**src/rtl/ps2_host_tx.sv**
```systemverilog
// PS/2 host-to-device transmitter: inhibit, request-to-send, device-clocked frame, ACK check.
// Optional feature macro PS2_TX_RETRY_EN: NACK / transfer timeout are retried up to twice.
module ps2_host_tx #(
    parameter int unsigned INHIBIT_CYCLES       = 12000,
    parameter int unsigned START_TIMEOUT_CYCLES = 1500000,
    parameter int unsigned XFER_TIMEOUT_CYCLES  = 200000,
    parameter int unsigned FILTER_LEN           = 8
) (
    input  logic       clk,
    input  logic       rst,
    input  logic [7:0] tx_data,
    input  logic       tx_valid,
    output logic       tx_ready,
    input  logic       ps2_clk_in,
    input  logic       ps2_data_in,
    output logic       ps2_clk_oe,
    output logic       ps2_data_oe,
    output logic       rx_inhibit,
    output logic       tx_done,
    output logic       tx_error,
    output logic [1:0] err_code,
    output logic [2:0] dbg_state
);
    localparam int unsigned TO_MAX = (START_TIMEOUT_CYCLES > XFER_TIMEOUT_CYCLES) ?
                                     START_TIMEOUT_CYCLES : XFER_TIMEOUT_CYCLES;
    localparam int TO_W  = $clog2(TO_MAX + 1);
    localparam int INH_W = (INHIBIT_CYCLES > 1) ? $clog2(INHIBIT_CYCLES) : 1;
    localparam int FLT_W = (FILTER_LEN > 1) ? $clog2(FILTER_LEN) : 1;

    localparam logic [TO_W-1:0]  START_LIMIT = TO_W'(START_TIMEOUT_CYCLES);
    localparam logic [TO_W-1:0]  XFER_LIMIT  = TO_W'(XFER_TIMEOUT_CYCLES);
    localparam logic [INH_W-1:0] INH_LAST    = INH_W'(INHIBIT_CYCLES - 1);
    localparam logic [FLT_W-1:0] FLT_LAST    = FLT_W'(FILTER_LEN - 1);

    localparam logic [1:0] ERR_NACK  = 2'b01;
    localparam logic [1:0] ERR_START = 2'b10;
    localparam logic [1:0] ERR_XFER  = 2'b11;

    typedef enum logic [2:0] {
        S_IDLE      = 3'd0,
        S_INHIBIT   = 3'd1,
        S_REQ       = 3'd2,
        S_DATA      = 3'd3,
        S_ACK       = 3'd4,
        S_WAIT_IDLE = 3'd5
    } state_t;

    // ------------------------------------------------------------------
    // Pin conditioning: 2-flop synchronizers, PS2Clk level filter, fall strobe
    // ------------------------------------------------------------------
    logic                 clk_s1_q, clk_s1_d, clk_s2_q, clk_s2_d;
    logic                 data_s1_q, data_s1_d, data_s2_q, data_s2_d;
    logic                 clk_filt_q, clk_filt_d;
    logic [FLT_W-1:0]     filt_cnt_q, filt_cnt_d;
    logic                 fall_q, fall_d;

    always_comb begin
        clk_s1_d   = ps2_clk_in;
        clk_s2_d   = clk_s1_q;
        data_s1_d  = ps2_data_in;
        data_s2_d  = data_s1_q;
        clk_filt_d = clk_filt_q;
        filt_cnt_d = '0;
        // The filtered level only moves after FILTER_LEN consecutive disagreeing samples.
        if (clk_s2_q != clk_filt_q) begin
            if (filt_cnt_q == FLT_LAST) begin
                clk_filt_d = clk_s2_q;
            end else begin
                filt_cnt_d = filt_cnt_q + 1'b1;
            end
        end
        fall_d = clk_filt_q & ~clk_filt_d;
    end

    always_ff @(posedge clk or negedge rst) begin
        if (!rst) begin
            clk_s1_q   <= 1'b1;
            clk_s2_q   <= 1'b1;
            data_s1_q  <= 1'b1;
            data_s2_q  <= 1'b1;
            clk_filt_q <= 1'b1;
            filt_cnt_q <= '0;
            fall_q     <= 1'b0;
        end else begin
            clk_s1_q   <= clk_s1_d;
            clk_s2_q   <= clk_s2_d;
            data_s1_q  <= data_s1_d;
            data_s2_q  <= data_s2_d;
            clk_filt_q <= clk_filt_d;
            filt_cnt_q <= filt_cnt_d;
            fall_q     <= fall_d;
        end
    end

    // ------------------------------------------------------------------
    // Transmit FSM
    // Handshake: a byte is accepted on a cycle where tx_valid && tx_ready; tx_ready is
    // high only in IDLE, and tx_valid outside IDLE is ignored, never queued.
    // ------------------------------------------------------------------
    state_t            state_q, state_d;
    logic [INH_W-1:0]  inh_cnt_q, inh_cnt_d;
    logic [TO_W-1:0]   to_cnt_q, to_cnt_d;
    logic [3:0]        bit_cnt_q, bit_cnt_d;
    logic              data_oe_q, data_oe_d;
    logic [7:0]        byte_q, byte_d;
    logic              parity_q, parity_d;
    logic [1:0]        err_code_q, err_code_d;
    logic [9:0]        frame;
    logic              done_c, error_c, fail_nack, fail_xfer;
    logic [1:0]        err_new;
`ifdef PS2_TX_RETRY_EN
    logic [1:0]        retry_cnt_q, retry_cnt_d;
`endif

    // Frame order on the wire after the start bit: data LSB first, parity, stop.
    assign frame = {1'b1, parity_q, byte_q};

    always_comb begin
        state_d    = state_q;
        inh_cnt_d  = inh_cnt_q;
        to_cnt_d   = to_cnt_q;
        bit_cnt_d  = bit_cnt_q;
        data_oe_d  = data_oe_q;
        byte_d     = byte_q;
        parity_d   = parity_q;
        err_code_d = err_code_q;
        done_c     = 1'b0;
        error_c    = 1'b0;
        fail_nack  = 1'b0;
        fail_xfer  = 1'b0;
        err_new    = 2'b00;
`ifdef PS2_TX_RETRY_EN
        retry_cnt_d = retry_cnt_q;
`endif

        case (state_q)
            S_IDLE: begin
                inh_cnt_d = '0;
                to_cnt_d  = '0;
                bit_cnt_d = '0;
                data_oe_d = 1'b0;
`ifdef PS2_TX_RETRY_EN
                retry_cnt_d = '0;
`endif
                if (tx_valid) begin
                    byte_d   = tx_data;
                    parity_d = ~^tx_data;
                    state_d  = S_INHIBIT;
                end
            end

            S_INHIBIT: begin
                if (inh_cnt_q == INH_LAST) begin
                    inh_cnt_d = '0;
                    to_cnt_d  = '0;
                    state_d   = S_REQ;
                end else begin
                    inh_cnt_d = inh_cnt_q + 1'b1;
                end
            end

            S_REQ: begin
                // Timeout is checked before the fall so it wins a same-cycle tie.
                if (to_cnt_q == START_LIMIT) begin
                    error_c = 1'b1;
                    err_new = ERR_START;
                end else begin
                    to_cnt_d = to_cnt_q + 1'b1;
                    if (fall_q) begin
                        // The device's first falling edge already asks for data bit 0.
                        data_oe_d = ~frame[0];
                        bit_cnt_d = 4'd1;
                        to_cnt_d  = '0;
                        state_d   = S_DATA;
                    end
                end
            end

            S_DATA: begin
                if (to_cnt_q == XFER_LIMIT) begin
                    fail_xfer = 1'b1;
                end else begin
                    to_cnt_d = to_cnt_q + 1'b1;
                    if (fall_q) begin
                        data_oe_d = ~frame[bit_cnt_q];
                        bit_cnt_d = bit_cnt_q + 1'b1;
                        if (bit_cnt_q == 4'd9) begin
                            state_d = S_ACK;
                        end
                    end
                end
            end

            S_ACK: begin
                data_oe_d = 1'b0;
                if (to_cnt_q == XFER_LIMIT) begin
                    fail_xfer = 1'b1;
                end else begin
                    to_cnt_d = to_cnt_q + 1'b1;
                    if (fall_q) begin
                        if (!data_s2_q) begin
                            state_d = S_WAIT_IDLE;
                        end else begin
                            fail_nack = 1'b1;
                        end
                    end
                end
            end

            S_WAIT_IDLE: begin
                if (to_cnt_q == XFER_LIMIT) begin
                    fail_xfer = 1'b1;
                end else begin
                    to_cnt_d = to_cnt_q + 1'b1;
                    if (clk_filt_q && data_s2_q) begin
                        done_c  = 1'b1;
                        state_d = S_IDLE;
                    end
                end
            end

            default: state_d = S_IDLE;
        endcase

        if (fail_nack || fail_xfer) begin
`ifdef PS2_TX_RETRY_EN
            if (retry_cnt_q != 2'd2) begin
                retry_cnt_d = retry_cnt_q + 1'b1;
                inh_cnt_d   = '0;
                to_cnt_d    = '0;
                bit_cnt_d   = '0;
                data_oe_d   = 1'b0;
                state_d     = S_INHIBIT;
            end else begin
                error_c = 1'b1;
                err_new = fail_nack ? ERR_NACK : ERR_XFER;
            end
`else
            error_c = 1'b1;
            err_new = fail_nack ? ERR_NACK : ERR_XFER;
`endif
        end

        if (error_c) begin
            err_code_d = err_new;
            data_oe_d  = 1'b0;
            state_d    = S_IDLE;
        end
    end

    always_ff @(posedge clk or negedge rst) begin
        if (!rst) begin
            state_q    <= S_IDLE;
            inh_cnt_q  <= '0;
            to_cnt_q   <= '0;
            bit_cnt_q  <= '0;
            data_oe_q  <= 1'b0;
            byte_q     <= '0;
            parity_q   <= 1'b0;
            err_code_q <= 2'b00;
        end else begin
            state_q    <= state_d;
            inh_cnt_q  <= inh_cnt_d;
            to_cnt_q   <= to_cnt_d;
            bit_cnt_q  <= bit_cnt_d;
            data_oe_q  <= data_oe_d;
            byte_q     <= byte_d;
            parity_q   <= parity_d;
            err_code_q <= err_code_d;
        end
    end

`ifdef PS2_TX_RETRY_EN
    always_ff @(posedge clk or negedge rst) begin
        if (!rst) begin
            retry_cnt_q <= '0;
        end else begin
            retry_cnt_q <= retry_cnt_d;
        end
    end
`endif

    // Line drives decode straight from state so an asynchronous reset releases them at once.
    always_comb begin
        ps2_data_oe = 1'b0;
        case (state_q)
            S_INHIBIT: ps2_data_oe = (inh_cnt_q == INH_LAST);
            S_REQ:     ps2_data_oe = 1'b1;
            S_DATA:    ps2_data_oe = data_oe_q;
            default:   ps2_data_oe = 1'b0;
        endcase
        if (error_c) begin
            ps2_data_oe = 1'b0;
        end
    end

    assign ps2_clk_oe = (state_q == S_INHIBIT);
    assign tx_ready   = (state_q == S_IDLE);
    assign rx_inhibit = (state_q != S_IDLE);
    assign tx_done    = done_c;
    assign tx_error   = error_c;
    assign err_code   = error_c ? err_new : err_code_q;
    assign dbg_state  = state_q;

endmodule

```
**config.mk**
```make
export PLATFORM = sky130hd
export DESIGN_NAME = ps2_host_tx
export DESIGN_NICKNAME = d
export VERILOG_FILES = /design/src/rtl/ps2_host_tx.sv
export SDC_FILE = /design/constraint.sdc
export NUM_CORES = 1
export LEC_CHECK = 0
export BUFFER_PORTS_ARGS = -buffer_cell sky130_fd_sc_hd__buf_2
export CAP_MARGIN = 15
export CORE_MARGIN = 5
export CORE_UTILIZATION = 35
export CTS_CLUSTER_SIZE = 40
export DETAILED_ROUTE_END_ITERATION = 8
export HOLD_SLACK_MARGIN = 0.1
export PLACE_DENSITY = 0.49
export REMOVE_ABC_BUFFERS = 1
export SLEW_MARGIN = 15
export SYNTH_ARGS = -nofsm -noshare
export SYNTH_HDL_FRONTEND = slang
export SYNTH_SLANG_ARGS = --single-unit
```
**constraint.sdc**
```tcl
create_clock -name clk -period 2.14 [get_ports clk]
set_clock_uncertainty 0.1 [all_clocks]
set_input_delay 0.214 -clock clk [delete_from_list [all_inputs] [get_ports clk]]
set_output_delay 0.214 -clock clk [all_outputs]
set_load 0.03 [all_outputs]
```
# Yosys cells after proc, flatten, opt, wreduce, memory -nomap -nowiden
# Cells that the tools add are included.
# word_totals
out_inout_bits	11
reg_bits	63
word_cells	126
# classes
bitwise	4
n_eq_ne	29
addsub	4
mux	57
order_cmp	1
n_reduce_logical	16
# op_table
operator	count
two-way mux 21 bit	4
one-hot mux 21 bit (4 select lines)	1
two-way mux 3 bit	15
inequality test 3 bit, second input constant	10
one-hot mux 14 bit (2 select lines)	1
adder 21 x 1 -> 21 bit, second input constant	1
equality test 21 x 18 -> 1 bit, second input constant	1
equality test 21 bit, second input constant	1
two-way mux 1 bit	21
one-hot mux 3 bit (6 select lines)	1
two-way mux 4 bit	4
adder 14 x 1 -> 14 bit, second input constant	1
equality test 14 bit, second input constant	1
two-way mux 14 bit	1
one-hot mux 4 bit (3 select lines)	1
AND reduction 12 bit	1
two-way mux 2 bit	5
inequality test 2 bit, second input constant	5
AND reduction 5 bit	2
equality test 3 bit, second input constant	3
nonzero test 4 bit	2
XNOR reduction 8 bit	1
equality test 3 x 2 -> 1 bit, second input constant	2
one-hot mux 1 bit (3 select lines)	2
21 further kinds	24

# Longest topological paths before layout
# logic_depth
word_depth	8
depth_mapped	8
depth_no_buf	7

# Worst setup path before layout
# Ideal clock, no wire load.
# synth_timing
path_type	register -> output
start	register to_cnt_q[0]
end	output err_code[1]
arrival_time_ps	2316
setup_slack_ps	-490
path_stages_with_launch	7
path_cell_list	dfrtp_1 inv_1 ha_1 nor4bb_1 nand2_1 or2_2 o21ai_0
# synth_via
elab_chain_cells	6
# synth_lines
item	line	source
start, declared	102	logic [TO_W-1:0] to_cnt_q, to_cnt_d;
start signal, assigned	264	to_cnt_q <= to_cnt_d;
equality test 21 x 18 -> 1 bit	180, 196, 211	
two-way mux 1 bit (on tied branches)	196, 180, 211	
two-way mux 1 bit (on tied branches)	n/a	
two-way mux 2 bit or logical OR 1 bit (tied branches)	240, 225	
two-way mux 2 bit or two-way mux 1 bit (tied branches)	225	if (fail_nack || fail_xfer) begin
two-way mux 2 bit *	n/a	
end, declared	21	output logic [1:0] err_code,
# Mark *: on every way between the ends. The rest lies on a longest branch, timed or not.

# Worst setup path in the final report
# layout_timing
start	register to_cnt_q[11]
end	output err_code[1]
# Same word-level chain as after synthesis.

==> results.cfg <==
[logic_synthesis]
synth-warning-count = 0
seq_area_frac_synth_pct = 43.16
synth_top_area_share_pct = 39.58
synthArstFlopShare_pct = 100.0
synth_ff_type = dfrtp_1
synth_area_um2 = 3667
netlist_instances = 384
synth_top_area_cell = dfrtp_1
ys_ff_latch = 63
synth_edf_count = 0
ys_types = 71
syn_avg_cell_area_um2 = 9.550
synth_area_leaders = dfrtp_1 (40%), o21ai_0 (3.8%), nand2_1 (3.7%)

[cts]
cts.sinks = 63
clk_pin_slew_worst_paths_ns = 0.06
clkLatencyLatePin_ns = 0.35
cts.path.max_buffers = 2
root_buffer = clkbuf_8
numCtsBuffers = 9
htreeDepth = 3
cts_tree = built

[pwr]
leakage_uw = 0.002331
peakVddDrop_uv = 342.4
p_per_area_nw_per_um2 = 477.4
power_uw = 2519

[timing]
fin_crit_sh_pct = 113.7
fin_tns_setup_ns = -2.172
finalHoldViolCount = 0
fmax_mhz = 411.0
worst_slack_ns = -0.2932
tightest_slew_ns = 0.6641
hold_slack_ns = 0.2562
rsz0062_at_grt = yes
maxSlewViolCount = 0
finalSetupViolCount = 25
period_needed_ns = 2.433
slew_headroom_pct = 55.73

[critical_path]
timing.rr.end = to_cnt_q[14]
worst_path_max_delay_cell = dfrtp_2
required_ns = 1.83
worst-r2r-setup-slack_ns = -0.11
crit_fanout = 5
critical_path_arrival_ns = 2.12
crit_type = reg2out
start_kind = flip-flop
endpoint_kind = primary output
r2r_start = to_cnt_q[18]
rr_worst_depth = 8
critPathTopFamily = simple AND/OR/NAND/NOR gates
worstPathCellList = nor4b_2 > nand4_1 > nor4_4 > buf_4 > o22ai_1 > o21ai_4 > buf_6
path_buf_inv = 2
max_stage_delay_ns = 0.45

[worst_hold_path]
hold_path.class = reg2reg
min_path_cells = 0
hold_start = clk_s1_q
hold-path-endpoint = clk_s2_q

[flow_run]
maxCapViolations = 0

[detailed_routing]
wl_um = 10320
antenna_left = 0
first_pass_iters = 5
via_count = 3436
routedWlPerCell_um = 16.05
vias_per_cell = 5.344
drtIter0Drc = 124
drc = 0

[floorplan]
dieWidth_um = 112.4
die_area_um2 = 12620
ioPinCount = 24
die_h_um = 112.4
rows = 37
core_um2 = 10280
start_util_pct = 35.68

[layout]
final_cells = 643
syn_to_final_growth_pct = 43.88
num_antenna_cells = 0
mostFrequentLayoutCells = buf_4 (79), dfrtp_1 (55), nand2_1 (35)
fin_area_um2 = 5276
fillers = 971
layout_commonest_cell = buf_4
drive_gt1_share_pct = 40.43
nets = 522

[global_route]
antenna_found_initial = 0
grt_usage_pct = 16.93
grt_pass1_wl_um = 17410
grt.overflow.total = 0
grt_pass1_vias = 3510
grt_max_degree = 30

[place]
routabilityCongestion = 0.8588
dpl_cell_area_um2 = 4462
dp_cells = 600
hpwl_um = 7280
numPortBuffers = 23

[run_status]
violations = negative setup slack
run_status = finished, violations left
==> cell usage after synthesis, types with 4 or more instances <==
cell,count
nand2_1,36
or3_1,5
nand3b_1,4
and3_1,4
nor3_1,8
xnor2_1,8
o21ai_0,28
a21oi_1,16
nand3_1,14
o41ai_1,10
or2_2,9
nor2_1,22
nor4_1,7
inv_1,17
and2_1,4
ha_1,7
clkbuf_1,12
dfstp_2,5
nand4_1,10
o31ai_1,7
mux2_2,11
dfrtp_1,58
a31oi_1,11
==> flip-flops by register name, indices dropped and copies added (netlist names) <==
register and flops:
bit_cnt_q 4, byte_q 8, clk_filt_q 1, clk_s1_q 1, clk_s2_q 1, data_oe_q 1
data_s1_q 1, data_s2_q 1, dbg_state 3, err_code_q 2, fall_q 1, filt_cnt_q 3
inh_cnt_q 14, parity_q 1, to_cnt_q 21
==> repair_timing <==
item / 4_1_cts / 5_1_grt
hold buffers: 11 / 0
resized for setup: 56 / 27
pin swaps: 20 / 10
gates cloned: 1 / 0
setup buffers: 14 / 8
setup endpoints to repair: 36 / 31
endpoints found under the hold margin: 29 / 0
==> stage by stage <==
step | setup WS (ns) | utilization (%)
finish | -0.2932 | 51.34
global route | -0.3968 | 51.34
CTS | -0.1955 | 49.81
detailed placement | -0.4404 | 43.41
global placement | -0.3917 | 43.41
floorplan | -0.5062 | -
==> how the worst max path moves through the flow <==
stage,from,to,slack (ns),cells after the start
4_1_cts,to_cnt_q[0],err_code[1],-0.20,7
5_1_grt,to_cnt_q[11],err_code[1],-0.40,7
6_report,to_cnt_q[11],err_code[1],-0.29,7
2_1_floorplan,dbg_state[1],ps2_data_oe,-0.51,5
3_3_place_gp,to_cnt_q[0],err_code[1],-0.39,9
3_5_place_dp,to_cnt_q[1],err_code[1],-0.44,9
==> area by class of cell <==
cell class	count	area, µm²	area share [%]
Clock buffer	12	135.1	2.561
Clock inverter	4	70.07	1.328
Inverter	17	63.81	1.209
Multi-Input combinational cell	285	2220	42.07
Sequential cell	63	1587	30.07
Tap cell	136	170.2	3.225
Timing Repair Buffer	126	1031	19.54
==> metal layers <==
layer  vias to the layer above  track usage [%]  share of wire, %
li1                       1688                -                 -
met1                      1669            22.59                46
met2                        70            27.69                50
met3                         9            4.313               3.8
met4                         0            4.006               1.1
met5                         -                0                 0
==> worst reg2reg max path, delay by kind of cell (launching register included) <==
kind | cells | cell delay (ns)
simple gates | 2 | 0.66
compound gates | 3 | 0.54
buf+inv | 3 | 0.46
flops | 1 | 0.40
==> cells by family after synthesis <==
family | after synthesis | share of synthesized area, %
xor gates and xnor gates | 11 | 2.627
AOI/OAI and AO/OA | 101 | 18.73
adders and majority gates | 7 | 2.388
and+or+nand+nor | 150 | 23.23
buffers and inverters | 36 | 4.435
muxes | 16 | 5.425
DFF | 63 | 43.16
==> where the power goes <==
group          switching [µW]  internal [µW]
clock network             459            654
logic                    71.6           76.8
registers                23.2           1230
total                     554           1960
No activity file was read; power rests on OpenSTA's default activity.
